**src/rtl/corr_frame_seq_pkg.sv**
```systemverilog
// Shared configuration for the RGB-D VO correspondence path: raster defaults,
// sequencer state encoding and a counter-width helper.
package RgbdVoConfigPk;

    localparam int CFG_H_ACT      = 640;
    localparam int CFG_H_BLANK    = 64;
    localparam int CFG_V_ACT      = 480;
    localparam int CFG_LEAD_LINES = 31;
    localparam int CFG_ADDR_BW    = 19;

    typedef enum logic [1:0] {
        SEQ_IDLE  = 2'd0,
        SEQ_LEAD  = 2'd1,
        SEQ_BOTH  = 2'd2,
        SEQ_DRAIN = 2'd3
    } seq_state_e;

    function automatic int cnt_bw(input int n);
        return (n > 2) ? $clog2(n) : 1;
    endfunction

endpackage

```
**src/rtl/corr_frame_seq_if.sv**
```systemverilog
// Control and frame-store read bundle of the correspondence frame sequencer.
interface corr_frame_seq_if
    import RgbdVoConfigPk::*;
#(
    parameter int ADDR_BW = CFG_ADDR_BW
);
    logic               i_start;
    logic               i_abort;
    logic               o_busy;
    logic               o_rd_en1;
    logic [ADDR_BW-1:0] o_rd_addr1;
    logic               o_rd_en0;
    logic [ADDR_BW-1:0] o_rd_addr0;
    logic               o_valid1;
    logic               o_valid0;
    logic               o_frame_start;
    logic               o_frame_end;

    modport slave (
        input  i_start, i_abort,
        output o_busy, o_rd_en1, o_rd_addr1, o_rd_en0, o_rd_addr0,
               o_valid1, o_valid0, o_frame_start, o_frame_end
    );

    modport master (
        output i_start, i_abort,
        input  o_busy, o_rd_en1, o_rd_addr1, o_rd_en0, o_rd_addr0,
               o_valid1, o_valid0, o_frame_start, o_frame_end
    );
endinterface

```
**src/rtl/corr_frame_seq_raster_cnt.sv**
```systemverilog
// One raster stream: x/y position, running read address and a registered
// read enable computed from the next position.
module raster_cnt
    import RgbdVoConfigPk::*;
#(
    parameter int H_ACT   = CFG_H_ACT,
    parameter int H_BLANK = CFG_H_BLANK,
    parameter int V_ACT   = CFG_V_ACT,
    parameter int ADDR_BW = CFG_ADDR_BW,
    parameter int Y_BW    = cnt_bw(V_ACT)
) (
    input  logic               clk,
    input  logic               rst_n,
    input  logic               i_clear,
    input  logic               i_en,
    input  logic               i_act_nxt,
    output logic               o_eol,
    output logic [Y_BW-1:0]    o_y,
    output logic               o_rd_en,
    output logic [ADDR_BW-1:0] o_addr
);
    localparam int H_TOTAL = H_ACT + H_BLANK;
    localparam int X_BW    = cnt_bw(H_TOTAL);

    localparam logic [X_BW-1:0]    X_LAST    = X_BW'(H_TOTAL - 1);
    localparam logic [X_BW-1:0]    X_ACT     = X_BW'(H_ACT);
    localparam logic [Y_BW-1:0]    Y_LAST    = Y_BW'(V_ACT - 1);
    localparam logic [ADDR_BW-1:0] ADDR_LAST = ADDR_BW'(H_ACT * V_ACT - 1);

    logic [X_BW-1:0]    r_x,    w_x_nxt;
    logic [Y_BW-1:0]    r_y,    w_y_nxt;
    logic [ADDR_BW-1:0] r_addr, w_addr_nxt;
    logic               r_rd_en;
    logic               w_eol;

    assign w_eol = (r_x == X_LAST);

    always_comb begin
        // NOTE: every next-value gets a default first, so no path leaves one unassigned (no latch).
        w_x_nxt    = r_x;
        w_y_nxt    = r_y;
        w_addr_nxt = r_addr;
        if (i_clear) begin
            w_x_nxt    = '0;
            w_y_nxt    = '0;
            w_addr_nxt = '0;
        end else begin
            if (i_en) begin
                if (w_eol) begin
                    w_x_nxt = '0;
                    if (r_y != Y_LAST) w_y_nxt = r_y + 1'b1;
                end else begin
                    w_x_nxt = r_x + 1'b1;
                end
            end
            // Address advances after each read; wraps so it never leaves the store range.
            if (r_rd_en) w_addr_nxt = (r_addr == ADDR_LAST) ? '0 : r_addr + 1'b1;
        end
    end

    // NOTE: all state updates use non-blocking assignment so every flop sees pre-edge values.
    always_ff @(posedge clk or negedge rst_n) begin
        if (!rst_n) begin
            r_x     <= '0;
            r_y     <= '0;
            r_addr  <= '0;
            r_rd_en <= 1'b0;
        end else begin
            r_x     <= w_x_nxt;
            r_y     <= w_y_nxt;
            r_addr  <= w_addr_nxt;
            r_rd_en <= i_act_nxt && (w_x_nxt < X_ACT);
        end
    end

    assign o_eol   = w_eol;
    assign o_y     = r_y;
    assign o_rd_en = r_rd_en;
    assign o_addr  = r_addr;

endmodule

```
**src/rtl/corr_frame_seq.sv**
```systemverilog
// Frame sequencer: streams frame1 (reference) and, LEAD_LINES later, frame0
// (current), with registered read enables, valids and frame pulses.
module corr_frame_seq
    import RgbdVoConfigPk::*;
#(
    parameter int H_ACT      = CFG_H_ACT,
    parameter int H_BLANK    = CFG_H_BLANK,
    parameter int V_ACT      = CFG_V_ACT,
    parameter int LEAD_LINES = CFG_LEAD_LINES,
    parameter int ADDR_BW    = CFG_ADDR_BW
) (
    input  logic            clk,
    input  logic            rst_n,
    corr_frame_seq_if.slave bus
);
    localparam int Y_BW = cnt_bw(V_ACT);

    localparam logic [Y_BW-1:0]    Y_LAST    = Y_BW'(V_ACT - 1);
    localparam logic [Y_BW-1:0]    Y_LEAD    = Y_BW'(LEAD_LINES - 1);
    localparam logic [ADDR_BW-1:0] ADDR_LAST = ADDR_BW'(H_ACT * V_ACT - 1);

    seq_state_e         r_state, w_state_nxt;
    logic               w_start_acc;
    logic               w_en1, w_en0, w_act1_nxt, w_act0_nxt;
    logic               w_eol1, w_eol0;
    logic [Y_BW-1:0]    w_y1, w_y0;
    logic               w_rd_en1, w_rd_en0;
    logic [ADDR_BW-1:0] w_addr1, w_addr0;
    logic               r_busy, r_valid1, r_valid0, r_frame_start, r_last0, r_frame_end;

    always_comb begin
        w_state_nxt = r_state;
        w_start_acc = 1'b0;
        if (bus.i_abort) begin
            w_state_nxt = SEQ_IDLE;
        end else begin
            case (r_state)
                SEQ_IDLE:  if (bus.i_start) begin
                               w_state_nxt = SEQ_LEAD;
                               w_start_acc = 1'b1;
                           end
                SEQ_LEAD:  if (w_eol1 && (w_y1 == Y_LEAD)) w_state_nxt = SEQ_BOTH;
                SEQ_BOTH:  if (w_eol1 && (w_y1 == Y_LAST)) w_state_nxt = SEQ_DRAIN;
                SEQ_DRAIN: if (w_eol0 && (w_y0 == Y_LAST)) w_state_nxt = SEQ_IDLE;
                default:   w_state_nxt = SEQ_IDLE;
            endcase
        end
        w_en1      = (r_state == SEQ_LEAD)     || (r_state == SEQ_BOTH);
        w_en0      = (r_state == SEQ_BOTH)     || (r_state == SEQ_DRAIN);
        w_act1_nxt = (w_state_nxt == SEQ_LEAD) || (w_state_nxt == SEQ_BOTH);
        w_act0_nxt = (w_state_nxt == SEQ_BOTH) || (w_state_nxt == SEQ_DRAIN);
    end

    raster_cnt #(.H_ACT(H_ACT), .H_BLANK(H_BLANK), .V_ACT(V_ACT), .ADDR_BW(ADDR_BW), .Y_BW(Y_BW))
    u_cnt1 (
        .clk(clk), .rst_n(rst_n), .i_clear(w_start_acc), .i_en(w_en1), .i_act_nxt(w_act1_nxt),
        .o_eol(w_eol1), .o_y(w_y1), .o_rd_en(w_rd_en1), .o_addr(w_addr1)
    );

    // Frame0 counters are cleared at start too and simply hold at 0 through LEAD.
    raster_cnt #(.H_ACT(H_ACT), .H_BLANK(H_BLANK), .V_ACT(V_ACT), .ADDR_BW(ADDR_BW), .Y_BW(Y_BW))
    u_cnt0 (
        .clk(clk), .rst_n(rst_n), .i_clear(w_start_acc), .i_en(w_en0), .i_act_nxt(w_act0_nxt),
        .o_eol(w_eol0), .o_y(w_y0), .o_rd_en(w_rd_en0), .o_addr(w_addr0)
    );

    always_ff @(posedge clk or negedge rst_n) begin
        if (!rst_n) begin
            r_state       <= SEQ_IDLE;
            r_busy        <= 1'b0;
            r_valid1      <= 1'b0;
            r_valid0      <= 1'b0;
            r_frame_start <= 1'b0;
            r_last0       <= 1'b0;
            r_frame_end   <= 1'b0;
        end else begin
            r_state       <= w_state_nxt;
            r_busy        <= (w_state_nxt != SEQ_IDLE);
            r_valid1      <= w_rd_en1;
            r_valid0      <= w_rd_en0;
            r_frame_start <= w_start_acc;
            // Abort flushes the end-of-frame pipeline so no frame_end escapes.
            r_last0       <= !bus.i_abort && w_rd_en0 && (w_addr0 == ADDR_LAST);
            r_frame_end   <= !bus.i_abort && r_last0;
        end
    end

    assign bus.o_busy        = r_busy;
    assign bus.o_rd_en1      = w_rd_en1;
    assign bus.o_rd_addr1    = w_addr1;
    assign bus.o_rd_en0      = w_rd_en0;
    assign bus.o_rd_addr0    = w_addr0;
    assign bus.o_valid1      = r_valid1;
    assign bus.o_valid0      = r_valid0;
    assign bus.o_frame_start = r_frame_start;
    assign bus.o_frame_end   = r_frame_end;

endmodule

```
**src/flat_wrapper.sv**
```systemverilog
// flat-port wrapper written by rule: the top's interface ports become plain ports
module corr_frame_seq_flat import RgbdVoConfigPk::*;
#(
    parameter int H_ACT      = CFG_H_ACT,
    parameter int H_BLANK    = CFG_H_BLANK,
    parameter int V_ACT      = CFG_V_ACT,
    parameter int LEAD_LINES = CFG_LEAD_LINES,
    parameter int ADDR_BW    = CFG_ADDR_BW
)
  (clk, rst_n, bus_i_start, bus_i_abort, bus_o_busy, bus_o_rd_en1, bus_o_rd_addr1, bus_o_rd_en0, bus_o_rd_addr0, bus_o_valid1, bus_o_valid0, bus_o_frame_start, bus_o_frame_end);
  corr_frame_seq_if #(.ADDR_BW(ADDR_BW)) bus_i ();
  input  logic clk;
  input  logic rst_n;
  input wire logic [$bits(bus_i.i_start)-1:0] bus_i_start;
  input wire logic [$bits(bus_i.i_abort)-1:0] bus_i_abort;
  output wire logic [$bits(bus_i.o_busy)-1:0] bus_o_busy;
  output wire logic [$bits(bus_i.o_rd_en1)-1:0] bus_o_rd_en1;
  output wire logic [$bits(bus_i.o_rd_addr1)-1:0] bus_o_rd_addr1;
  output wire logic [$bits(bus_i.o_rd_en0)-1:0] bus_o_rd_en0;
  output wire logic [$bits(bus_i.o_rd_addr0)-1:0] bus_o_rd_addr0;
  output wire logic [$bits(bus_i.o_valid1)-1:0] bus_o_valid1;
  output wire logic [$bits(bus_i.o_valid0)-1:0] bus_o_valid0;
  output wire logic [$bits(bus_i.o_frame_start)-1:0] bus_o_frame_start;
  output wire logic [$bits(bus_i.o_frame_end)-1:0] bus_o_frame_end;
  assign bus_i.i_start = bus_i_start;
  assign bus_i.i_abort = bus_i_abort;
  assign bus_o_busy = bus_i.o_busy;
  assign bus_o_rd_en1 = bus_i.o_rd_en1;
  assign bus_o_rd_addr1 = bus_i.o_rd_addr1;
  assign bus_o_rd_en0 = bus_i.o_rd_en0;
  assign bus_o_rd_addr0 = bus_i.o_rd_addr0;
  assign bus_o_valid1 = bus_i.o_valid1;
  assign bus_o_valid0 = bus_i.o_valid0;
  assign bus_o_frame_start = bus_i.o_frame_start;
  assign bus_o_frame_end = bus_i.o_frame_end;
  corr_frame_seq #(.H_ACT(H_ACT), .H_BLANK(H_BLANK), .V_ACT(V_ACT), .LEAD_LINES(LEAD_LINES), .ADDR_BW(ADDR_BW)) u_core (.clk(clk), .rst_n(rst_n), .bus(bus_i));
endmodule
```
**config.mk**
```make
export PLATFORM = sky130hd
export DESIGN_NAME = corr_frame_seq_flat
export DESIGN_NICKNAME = d
export VERILOG_FILES = /design/src/rtl/corr_frame_seq_pkg.sv /design/src/rtl/corr_frame_seq_if.sv /design/src/rtl/corr_frame_seq_raster_cnt.sv /design/src/rtl/corr_frame_seq.sv /design/src/flat_wrapper.sv
export SDC_FILE = /design/constraint.sdc
export NUM_CORES = 1
export LEC_CHECK = 0
export CAP_MARGIN = 20
export CORE_ASPECT_RATIO = 0.8
export CORE_MARGIN = 5
export CORE_UTILIZATION = 52
export DETAILED_ROUTE_END_ITERATION = 8
export PLACE_DENSITY = 0.77
export SYNTH_ARGS = -nofsm -noshare
export SYNTH_HDL_FRONTEND = slang
export SYNTH_SLANG_ARGS = --single-unit
```
**constraint.sdc**
```tcl
create_clock -name clk -period 2.1 [get_ports clk]
set_clock_uncertainty 0.15 [all_clocks]
set_input_delay 0.42 -clock clk [delete_from_list [all_inputs] [get_ports clk]]
set_output_delay 0.42 -clock clk [all_outputs]
set_load 0.01 [all_outputs]
```
# Word-level counts from Yosys, hierarchy flattened
# Cells that the tools add are included.
[word_totals]
reg_bits = 86
latchBits = 0
mem_bits_rw = 0
rom_bits = 0
inputBits = 4
out_inout_bits = 45
word_cells = 92
n_memories = 0
[op_classes]
n_addsub = 6
multipliers = 0
div = 0
n_lt_le_gt_ge = 2
n_eq_ne = 15
shift = 0
mux = 29
bitwise_logic = 0
reduce_logical = 25
[op_table]
columns = ["op", "count"]
rows = [
  ["$mux 19", 6],
  ["$mux 9", 8],
  ["$mux 10", 6],
  ["$add 19x1->19 const B", 2],
  ["$eq 19x19->1 const B", 2],
  ["$add 10x1->10 const B", 2],
  ["$eq 10x10->1 const B", 2],
  ["$lt 10x10->1 const B", 2],
  ["$add 9x1->9 const B", 2],
  ["$eq 9x9->1 const B", 2],
  ["$ne 9x9->1 const B", 2],
  ["$reduce_bool 2->1", 9],
  ["$mux 2", 5],
  ["$eq 9x5->1 const B", 1],
  ["$eq 2x2->1 const B", 4],
  ["$logic_and 1x1->1", 8],
  ["$pmux 2 s4", 1],
  ["$reduce_and 3->1", 2],
  ["$eq 2x1->1 const B", 2],
  ["$logic_or 1x1->1", 4],
  ["$mux 1", 3],
  ["$logic_not 2->1", 1],
  ["$logic_not 1->1", 1],
]

# Depth between registers and ports, before layout
# Gate-level depths: netlist of the first run.
[depth]
ltp_word = 8
depth_mapped = 10
ltp_nobuf = 10

# Modules after synthesis
# Synthesis of the first run repeated with hierarchy kept, for this count alone.
[unflattened]
hier_cells = 491
area_unflattened_um2 = 4757.1
[modules_own_cells]
columns = ["module", "n_inst", "cells_each", "area_per_inst_um2", "seq_area_each_um2"]
rows = [
  ["raster_cnt", 2, 218, 2105.8, 975.9],
  ["corr_frame_seq", 1, 55, 545.5, 200.2],
]

# Least setup slack after synthesis of the first run
# Ideal clock, no wire load.
[synth_path]
kind = "register -> register"
from = "register u_core.r_state[0]"
to = "register u_core.u_cnt1.r_y[5] (netlist: u_core.u_cnt1.o_y[5])"
setup_time_ns = 0.132
arrival_time_ns = 1.953
t_required_ns = 1.818
setup_slack_ns = -0.135
stages_incl_launch_ff = 9
path_buffers = 1
synth_period_minus_slack_ns = 2.235
path_cell_list = "dfrtp_1 inv_1 ha_1 inv_1 or4_4 buf_6 nor4_2 xnor2_1 nor2_1"
[synth_between]
elab_chain_len = 5
word_cells_on_any_way = 11
cone_classes = "2 x eq/ne; 3 x mux; 6 x reduce/logical"
[synth_lines]
columns = ["item", "line", "rtl"]
rows = [
  ["from (decl)", "corr_frame_seq.sv:22", "seq_state_e r_state, w_state_nxt;"],
  ["from (signal assigned)", "corr_frame_seq.sv:77", "r_state <= w_state_nxt;"],
  ["$logic_not 2->1", "corr_frame_seq.sv:37", "case (r_state)"],
  ["$mux 1", "corr_frame_seq.sv:37", ""],
  ["$mux 1", "corr_frame_seq.sv:34", "if (bus.i_abort) begin"],
  ["$reduce_bool 2->1 (no line)", "-", ""],
  ["$reduce_and 3->1 (no line)", "-", ""],
  ["to (signal assigned)", "corr_frame_seq_raster_cnt.sv:70", "r_y <= w_y_nxt;"],
  ["to (decl)", "corr_frame_seq_raster_cnt.sv:31", "logic [Y_BW-1:0] r_y, w_y_nxt;"],
]
# Parallel ways exist; a longest one is shown, timed or not.
# A chain may end at the register's enable or synchronous reset.

# Final worst setup path of the first run
[layout_path]
from = "register u_core.u_cnt0.r_y[0] (netlist: u_core.u_cnt0.o_y[0])"
to = "register u_core.u_cnt1.r_rd_en (netlist: u_core.u_cnt1.o_rd_en)"
[layout_between]
elab_chain_len = 8
word_cells_on_any_way = 9
cone_classes = "3 x eq/ne; 3 x mux; 3 x reduce/logical"
[layout_lines]
columns = ["item", "line", "rtl"]
rows = [
  ["from (decl)", "corr_frame_seq_raster_cnt.sv:31", ""],
  ["from (signal assigned)", "corr_frame_seq_raster_cnt.sv:70", ""],
  ["$eq 9x9->1 *", "corr_frame_seq.sv:44", "SEQ_DRAIN: if (w_eol0 && (w_y0 == Y_LAST)) w_state_nxt = SEQ_IDLE;"],
  ["$logic_and 1x1->1 *", "corr_frame_seq.sv:44", ""],
  ["$mux 2 *", "corr_frame_seq.sv:44", ""],
  ["$pmux 2 s4 *", "corr_frame_seq.sv:37", ""],
  ["$mux 2 *", "corr_frame_seq.sv:34", ""],
  ["$eq 2x1->1 / $eq 2x2->1 (equally long branches)", "corr_frame_seq.sv:50", "w_act1_nxt = (w_state_nxt == SEQ_LEAD) || (w_state_nxt == SEQ_BOTH);"],
  ["$logic_or 1x1->1 *", "corr_frame_seq.sv:50", ""],
  ["$logic_and 1x1->1 *", "corr_frame_seq_raster_cnt.sv:72", "r_rd_en <= i_act_nxt && (w_x_nxt < X_ACT);"],
  ["to (signal assigned)", "corr_frame_seq_raster_cnt.sv:72", ""],
  ["to (decl)", "corr_frame_seq_raster_cnt.sv:33", "logic r_rd_en;"],
]
# Every way passes the cells marked *; elsewhere a longest branch is shown, timed or not.

==> impl_metrics.csv, run 1 <==
group,metric,value,unit
place,post-place-cells,747,
floorplan,num_rows,31,
logic_synthesis,synthTopCellsByArea,"dfrtp_1 (46%), nor2_1 (4.4%), nand3_1 (4.0%), nand2_1 (3.8%), xor2_1 (3.6%)",
floorplan,die_y,94.9,um
logic_synthesis,yosysTopAreaCellShare,0.459,
sta,tightest_slew,509,ps
setup_path,cp.arrival,2210,ps
setup_path,start_kind,"flip-flop",
logic_synthesis,synth_area_leader_cell,"dfrtp_1",
logic_synthesis,synth_edf_count,0,
route,wl_per_cell,16.2,um
final_layout,multiInputGateArea,2690,um2
final_layout,antenna_cells,0,
setup_path,rr_worst_depth,9,
route,met3_length,692,um
setup_path,reg2reg_from,"u_core.u_cnt0.o_y[0]",
place,dp_hpwl,8360,um
run_status,status,"finished with violations",
place,detailed_place.area,6060,um2
sta,drv_slew,0,
setup_path,critPathCapture,"u_core.u_cnt1.o_rd_en",
min_path,hold_class,"flip-flop to flip-flop",
floorplan,dieArea,11000,um2
sta,fin_hold_ws,330,ps
logic_synthesis,synth_seq_area_share,0.459,
setup_path,path_class,"flip-flop to flip-flop",
setup_path,r2r_end,"u_core.u_cnt1.o_rd_en",
logic_synthesis,syn_nets,516,
global_routing,grt.overflow.total,0,
global_routing,grt.total_usage,0.235,
final_layout,final_cell_mix,"buf_4 (103), dfrtp_1 (86), nor2_1 (52)",
floorplan,core_region_area,8920,um2
sta,setup_viol,2,
clock_tree,cts_sinks,86,
global_routing,antenna_found_initial,0,
final_layout,design_area,6700,um2
route,drt-met1-wl,5580,um
job,drv_cap,0,
clock_tree,cts_tree,"yes",
final_layout,fin_cells,775,
route,drtIter0Drc,502,
setup_path,end_kind,"flip-flop",
clock_tree,cts.path.max_buffers,2,
final_layout,seq_area,2150,um2
route,routed_wirelength,12600,um
final_layout,fill_cells,604,
pwr,vdd_drop_max,0.525,mV
global_routing,grt_max_degree,52,
sta,setup_slack,-41.5,ps
run_status,violations,"negative setup slack",
route,top_layer,"met4",
final_layout,utilization,0.751,
logic_synthesis,syn_area,4690,um2
sta,fmax,467,MHz
clock_tree,cts_buffers,9,
sta,fin_crit,2140,ps
final_layout,final_common_cell,"buf_4",
route,dr.pass1.iters,5,
logic_synthesis,async_flop_share,1.00,
global_routing,grt_pass1_wl,20700,um
setup_path,critPathMaxFanout,2,
final_layout,areaGrowthSynthToFinish,43.1,%
setup_path,worstPathRequired,2170,ps
sta,relSlewSlack,0.659,
floorplan,die_w,116,um
final_layout,drive_above_1_share,0.258,
sta,period_share,1.02,
place,io_buffer_count,48,
route,wl_met2,6150,um
route,drc,0,
logic_synthesis,ys_ff_latch,86,
pwr,leakagePower,3.02,nW
floorplan,io_pins,49,
setup_path,startpoint,"u_core.u_cnt0.o_y[0]",
sta,grt_setup_unrepaired,"true",
sta,final-hold-violation-count,0,
logic_synthesis,synthDistinctLibCells,62,
clock_tree,h-tree-depth,3,
route,via_per_inst,5.75,
final_layout,nNetsFinal,671,
floorplan,start_util,0.525,
place,routabilityCongestion,0.891,
min_path,worstHoldStart,"u_core.u_cnt0.o_rd_en",
setup_path,r2r_slack,-40,ps
logic_synthesis,synthFlopType,"dfrtp_1",
clock_tree,cts-root-buf,"clkbuf_16",
pwr,powerDensity,668,nW/um2
clock_tree,clock_latency,340,ps
logic_synthesis,avgSynthCellArea,9.37,um2
logic_synthesis,netlist_instances,500,
clock_tree,path_clk_slew,60,ps
global_routing,grt_pass1_vias,4356,
route,num_vias,4453,
logic_synthesis,yosysWarnings,0,
route,detail-route-antenna-nets,0,
-- cell families (layout without fill, tap and decap cells) --
logic type / count (synthesis) / count (layout) / share of synthesized area
simple gates: 242 / 243 / 0.281
compound gates: 93 / 93 / 0.127
flops: 86 / 86 / 0.459
xor+xnor: 34 / 34 / 0.0636
buf+inv: 27 / 186 / 0.0240
fa+ha+maj: 12 / 12 / 0.0320
mux: 6 / 6 / 0.0131
-- where the power goes --
part,internal (mW),switching [mW]
clock network,1.08,0.625
registers,1.76,0.129
logic,0.449,0.441
-- repair_timing --
action / CTS / global route
endpoints found under the hold margin: 86 / 0
gates cloned: 1 / 0
pin swaps: 8 / 15
hold buffers: 1 / 0
setup buffers: 4 / 6
endpoints found under the setup margin: 19 / 34
gates resized for setup: 19 / 27
-- sequential cells by signal, summed over array words and instances (netlist names) --
name                      count
u_core.bus.o_busy             1
u_core.bus.o_frame_end        1
u_core.bus.o_frame_start      1
u_core.bus.o_valid0           1
u_core.bus.o_valid1           1
u_core.r_last0                1
u_core.r_state                2
u_core.u_cnt0.o_addr         19
u_core.u_cnt0.o_rd_en         1
u_core.u_cnt0.o_y             9
u_core.u_cnt0.r_x            10
u_core.u_cnt1.o_addr         19
u_core.u_cnt1.o_rd_en         1
u_core.u_cnt1.o_y             9
u_core.u_cnt1.r_x            10
-- cells in the mapped netlist (3+ instances only) --
cell and count:
nor4_2 6, nand2b_1 10, a21o_1 7, mux2i_1 5
and4_1 5, nand2_1 48, nor3_1 15, and2_1 3
ha_1 12, xor2_1 19, xnor2_1 15, nor2_1 55
nand3b_1 3, a22o_1 5, and3_1 11, a211oi_1 3
or3_1 8, nand4_1 13, nand3_1 37, clkbuf_1 8
nor4_1 7, dfrtp_1 86, inv_1 12, a21oi_1 23
a31oi_1 10, o21ai_0 22, o22ai_1 5
-- layout make-up --
type,instances,area share
multi-input cells,388,0.401
clock inverters,3,0.0101
flip-flops and latches,86,0.321
inverters,13,0.00803
clock buffers,13,0.0373
well taps,115,0.0215
repair buffers,157,0.201
-- layer usage --
metal  up-vias  global-route usage
met3        17              0.0480
met4         0              0.0754
met5         -                   0
met1      2169               0.314
li1       2128                   -
met2       139               0.386
-- critical path: stages, from the launching register on --
cell and delay, ps:
dfrtp_1 360, ha_1 170, and4_1 230, nand4_1 180, o41ai_4 330, a21oi_2 120
o21ai_1 140, ha_1 250, inv_1 60, a31oi_1 40
-- through the flow --
stage | setup TNS (ps) | total power, mW | setup WS (ps)
6_report | -41.7 | 4.48 | -41.5
5_1_grt | -396 | 4.69 | -157
4_1_cts | -145 | 4.48 | -83.5
3_5_place_dp | -5820 | 2.71 | -257
3_3_place_gp | -3770 | 2.68 | -198
2_1_floorplan | -154 | 2.26 | -29.1
-- how the worst min path moves through the flow --
stage	endpoint	slack, ps	cells after the start
2_1_floorplan	u_core.bus.o_busy	-30	0
3_3_place_gp	u_core.u_cnt1.o_addr[17]	250	2
3_5_place_dp	u_core.u_cnt1.o_addr[12]	250	2
4_1_cts	u_core.bus.o_valid0	330	0
5_1_grt	u_core.bus.o_frame_end	360	1
6_report	u_core.bus.o_valid0	330	0
Power figures use the tool's default switching activity.
==> inputs of run 2 (changes only) <==
--- a/config.mk
+++ b/config.mk
@@ -7,7 +7,6 @@
 export LEC_CHECK = 0
 export CAP_MARGIN = 20
 export CORE_ASPECT_RATIO = 0.8
-export CORE_MARGIN = 5
 export CORE_UTILIZATION = 52
 export DETAILED_ROUTE_END_ITERATION = 8
 export PLACE_DENSITY = 0.77
==> impl_metrics.csv, run 2 (synthesized netlist as in run 1, its figures left out) <==
group,metric,value,unit
place,dpl_worst_slack,-250,ps
place,dp_hpwl,8820,um
clock_tree,cts_tree,"yes",
sta,setup_slack,-103,ps
floorplan,die_w,108,um
sta,final-hold-violation-count,0,
route,routed_wirelength,12600,um
run_status,violations,"negative setup slack",
global_routing,grt.total_usage,0.278,
place,io_buffer_count,48,
sta,tightest_slew,572,ps
floorplan,io_pins,49,
setup_path,crit_chain,"ha_2 -> and4_1 -> nand4_1 -> o41ai_4 -> buf_4 -> a221o_1 -> ha_1 -> inv_1 -> a31oi_1",
floorplan,start_util,0.545,
route,dr.pass1.iters,5,
floorplan,dieArea,9400,um2
sta,drv_slew,0,
floorplan,num_rows,30,
route,num_vias,4557,
global_routing,grt_pass1_wl,20200,um
floorplan,die_y,86.9,um
clock_tree,cts_sinks,86,
setup_path,critPathMaxFanout,3,
global_routing,antenna_found_initial,0,
setup_path,critical_path_buf_inv_count,2,
route,wl_per_cell,16.4,um
global_routing,grt_pass1_vias,4224,
pwr,leakagePower,2.91,nW
final_layout,antenna_cells,0,
final_layout,fill_cells,608,
global_routing,grt_max_degree,36,
final_layout,final_common_cell,"buf_4",
job,drv_cap,0,
clock_tree,h-tree-depth,3,
final_layout,final_cell_mix,"buf_4 (100), dfrtp_1 (86), nor2_1 (53)",
place,routabilityCongestion,0.892,
place,post-place-cells,746,
sta,setup_viol,1,
min_path,hold_class,"flip-flop to flip-flop",
route,detail-route-antenna-nets,0,
clock_tree,cts-root-buf,"clkbuf_8",
final_layout,drive_above_1_share,0.255,
sta,fin_crit,2200,ps
setup_path,worstPathRequired,2250,ps
final_layout,fin_cells,767,
final_layout,utilization,0.759,
setup_path,start_kind,"flip-flop",
sta,fmax,454,MHz
pwr,powerDensity,606,nW/um2
run_status,status,"finished with violations",
setup_path,end_kind,"flip-flop",
min_path,worstHoldStart,"u_core.u_cnt0.r_x[4]",
place,detailed_place.area,6060,um2
setup_path,path_class,"flip-flop to flip-flop",
sta,period_share,1.05,
setup_path,critPathTopFamily,"compound AO/OA/AOI/OAI gates",
route,via_per_inst,5.94,
setup_path,critPathSlowestCell,"dfrtp_1",
setup_path,reg2reg_from,"u_core.u_cnt0.o_y[0]",
final_layout,design_area,6520,um2
route,drtIter0Drc,296,
global_routing,grt.overflow.total,0,
route,drc,0,
clock_tree,cts_buffers,9,
clock_tree,clock_latency,380,ps
pwr,total_power,3.95,mW
sta,grt_setup_unrepaired,"true",
setup_path,slowest_delay,390,ps
pwr,vdd_drop_max,0.489,mV
floorplan,core_region_area,8600,um2
final_layout,nNetsFinal,666,
final_layout,areaGrowthSynthToFinish,39.2,%
clock_tree,path_clk_slew,90,ps
setup_path,cp.arrival,2350,ps
setup_path,startpoint,"u_core.u_cnt0.o_y[0]",
clock_tree,cts.path.max_buffers,2,
sta,relSlewSlack,0.617,
[run 2: changes by cell type in the layout (fill, tap and decap cells not counted), sizes merged]
cell	before	now
buf	109	104
clkbuf	13	11
clkinv	0	2
bufinv	2	1
clkinvlp	1	2
[run 2: cell type report]
cell class	count	area (um2)	share of cell area
Clock buffer	11	131	0.0201
Timing Repair Buffer	152	1290	0.198
Tap cell	112	140	0.0215
Sequential cell	86	2150	0.330
Inverter	13	53.8	0.00825
Clock inverter	5	58.8	0.00902
Multi-Input combinational cell	388	2690	0.413
[run 2: through the flow]
step / hold WS [ps] / setup TNS [ps]
3_5_place_dp: 261 / -4850
2_1_floorplan: -25.6 / -154
6_report: 371 / -103
3_3_place_gp: 257 / -2750
5_1_grt: 414 / -718
4_1_cts: 371 / -110
[run 2: worst paths after layout]
check | to | slack [ps] | cells past startpoint
worst max-delay path | u_core.u_cnt1.o_rd_en | -100 | 9
worst min-delay path | u_core.u_cnt0.r_x[4] | 370 | 1
worst max register to register | u_core.u_cnt1.o_rd_en | -100 | 9
worst min register to register | u_core.u_cnt0.r_x[4] | 370 | 1
max in group asynchronous | u_core.u_cnt1.o_y[1] | 870 | 3
min in group asynchronous | u_core.u_cnt1.o_addr[15] | 390 | 2
[run 2: repair_timing]
action | in CTS | in global routing
setup endpoints to repair | 22 | 44
gates resized for setup | 17 | 28
cloned | 1 | 0
hold buffers | 1 | 0
endpoints found under the hold margin | 32 | 0
pin swaps | 8 | 7
setup buffers | 3 | 0
[run 2: per-layer routing]
metal	up-vias	share of wire	track usage
li1	2126	-	-
met1	2264	0.44	0.357
met2	142	0.50	0.467
met3	25	0.047	0.0703
met4	0	0.015	0.0747
met5	-	0	0
[run 2: power by group]
part / internal (mW) / switching [mW] / leakage, nW
sequential: 1.76 / 0.121 / 1.18
clock: 0.553 / 0.634 / 0.0899
combinational: 0.446 / 0.442 / 1.63
total: 2.75 / 1.20 / 2.91
[run 2: worst register-to-register path, stage by stage (launching register included)]
cell     delay, ps
dfrtp_1        390
ha_2           200
and4_1         200
nand4_1        160
o41ai_4        100
buf_4          140
a221o_1        310
ha_1           290
inv_1           40
a31oi_1        150
==> inputs of run 3 (changes only) <==
--- a/config.mk
+++ b/config.mk
@@ -5,9 +5,8 @@
 export SDC_FILE = /design/constraint.sdc
 export NUM_CORES = 1
 export LEC_CHECK = 0
-export CAP_MARGIN = 20
 export CORE_ASPECT_RATIO = 0.8
-export CORE_UTILIZATION = 52
+export CORE_UTILIZATION = 54
 export DETAILED_ROUTE_END_ITERATION = 8
 export PLACE_DENSITY = 0.77
 export SYNTH_ARGS = -nofsm -noshare
==> constraint.sdc (replaced) <==
create_clock -name clk -period 2.3 [get_ports clk]
set_clock_uncertainty 0.15 [all_clocks]
set_input_delay 0.46 -clock clk [delete_from_list [all_inputs] [get_ports clk]]
set_output_delay 0.46 -clock clk [all_outputs]
set_load 0.01 [all_outputs]
==> impl_metrics.csv, run 3 (synthesized netlist as in run 1, its figures left out) <==
group,metric,value,unit
route,dr.pass1.iters,5,
floorplan,die_w,106,um
route,routed_wirelength,10600,um
pwr,switching_power,0.981,mW
sta,relSlewSlack,0.653,
sta,final-hold-violation-count,0,
sta,setup_viol,0,
sta,fin_crit,2200,ps
setup_path,end_kind,"flip-flop",
clock_tree,cts_sinks,86,
place,post-place-cells,700,
route,detail-route-antenna-nets,0,
sta,drv_slew,0,
pwr,powerDensity,577,nW/um2
final_layout,areaGrowthSynthToFinish,26.1,%
global_routing,antenna_found_initial,0,
clock_tree,path_clk_slew,80,ps
setup_path,startpoint,"u_core.u_cnt1.r_x[0]",
final_layout,drive_above_1_share,0.159,
final_layout,antenna_cells,0,
pwr,switching_share,0.288,
pwr,p_clk_frac,0.304,
global_routing,grt_pass1_wl,18000,um
clock_tree,cts_buffers,9,
job,drv_cap,0,
setup_path,worstPathRequired,2390,ps
place,dp_hpwl,7590,um
final_layout,fin_cells,717,
sta,grt_setup_unrepaired,"false",
final_layout,final_cell_mix,"dfrtp_1 (86), nor2_1 (55), buf_4 (55)",
floorplan,die_y,85.3,um
global_routing,grt_max_degree,41,
setup_path,cp.arrival,2290,ps
clock_tree,cts_tree,"yes",
floorplan,num_rows,30,
final_layout,fill_cells,657,
pwr,vdd_drop_max,0.400,mV
global_routing,grt.overflow.total,0,
final_layout,nNetsFinal,617,
setup_path,path_class,"flip-flop to flip-flop",
sta,fmax,454,MHz
pwr,leakagePower,2.56,nW
setup_path,critPathCapture,"u_core.u_cnt1.o_y[5]",
place,routabilityCongestion,0.839,
final_layout,final_common_cell,"dfrtp_1",
sta,period_share,0.959,
floorplan,dieArea,9060,um2
setup_path,r2r_slack,100,ps
route,via_per_inst,5.81,
route,num_vias,4167,
clock_tree,cts-root-buf,"clkbuf_8",
pwr,pwr-share-seq,0.503,
setup_path,reg2reg_from,"u_core.u_cnt1.r_x[0]",
clock_tree,h-tree-depth,3,
floorplan,io_pins,49,
global_routing,grt.total_usage,0.250,
min_path,hold_class,"flip-flop to flip-flop",
route,wl_per_cell,14.7,um
route,drtIter0Drc,184,
pwr,power_frac_comb,0.193,
pwr,p_int,2.43,mW
global_routing,grt_pass1_vias,3830,
clock_tree,clock_latency,360,ps
min_path,whs_path_depth,1,
run_status,status,"finished clean",
sta,tightest_slew,521,ps
setup_path,rr_worst_depth,6,
route,drc,0,
place,detailed_place.area,5660,um2
setup_path,r2r_end,"u_core.u_cnt1.o_y[5]",
place,io_buffer_count,48,
setup_path,critPathMaxFanout,9,
floorplan,start_util,0.555,
final_layout,design_area,5910,um2
floorplan,core_region_area,8450,um2
clock_tree,cts.path.max_buffers,2,
setup_path,start_kind,"flip-flop",
run 3: cell types whose count changed in the layout (fill, tap and decap cells not counted), moves of 3 or more:
| cell | previous run | this run |
|---|---|---|
| nor3_4 | 4 | 0 |
| buf_4 | 100 | 55 |
| nor3_1 | 8 | 14 |
| ha_1 | 6 | 10 |
| nor4_1 | 2 | 7 |
| nor4_4 | 7 | 2 |
| clkinv_2 | 1 | 4 |
run 3: critical path, stage by stage, from the launching register on:
cell and delay (ps):
dfrtp_1 400, ha_2 240, nand4_4 130, or4_4 640
nor4_4 320, xnor2_1 150, nor2_1 50
run 3: power groups by stage:
stage / clock (mW) / sequential, mW / combinational (mW)
finish: 1.04 / 1.71 / 0.659
global route: 1.13 / 1.73 / 0.736
CTS: 1.06 / 1.71 / 0.656
detailed placement: 0 / 1.74 / 0.650
global placement: 0 / 1.73 / 0.628
floorplan: 0 / 1.75 / 0.311
run 3: metal layers:
metal  wire (um)  up-vias  part of all wire  global-route usage
met5           0        -                 0                   0
met4          91        0            0.0086              0.0518
met3         581       11             0.055              0.0661
met2        5090      116              0.48               0.396
met1        4790     2018              0.45               0.349
li1            -     2022                 -                   -
run 3: what timing repair did:
item | in CTS | in global routing
gates resized for setup | 0 | 9
setup buffers | 0 | 1
setup endpoints to repair | 0 | 16
endpoints found under the hold margin | 38 | 0
hold buffers | 1 | 0
run 3: how the worst min path moves through the flow:
stage	start	endpoint	slack [ps]
CTS	u_core.r_last0	u_core.bus.o_frame_end	360
global route	u_core.u_cnt0.o_addr[14]	u_core.u_cnt0.o_addr[14]	400
finish	u_core.r_last0	u_core.bus.o_frame_end	350
floorplan	rst_n	u_core.bus.o_busy	10
global placement	rst_n	u_core.u_cnt1.o_addr[11]	320
detailed placement	rst_n	u_core.u_cnt1.o_addr[10]	330
run 3: area by class of cell:
cell class	instances	area, um2	share of cell area
clock buffers	10	138	0.0233
clock inverters	5	50.0	0.00847
inverters	13	48.8	0.00826
multi-input cells	387	2470	0.418
flip-flops and latches	86	2150	0.364
well taps	112	140	0.0237
repair buffers	104	913	0.155
run 3: through the flow:
step | TNS [ps] | worst slack (ps) | hold WS (ps) | util | total power [mW]
finish | 0 | 95.3 | 355 | 0.700 | 3.41
global route | 0 | 0.839 | 399 | 0.700 | 3.59
CTS | 0 | 41.7 | 359 | 0.693 | 3.43
detailed placement | -211 | -89.0 | 326 | 0.670 | 2.39
global placement | -63.7 | -44.3 | 321 | 0.670 | 2.36
floorplan | 0 | 65.4 | 14.4 | - | 2.06
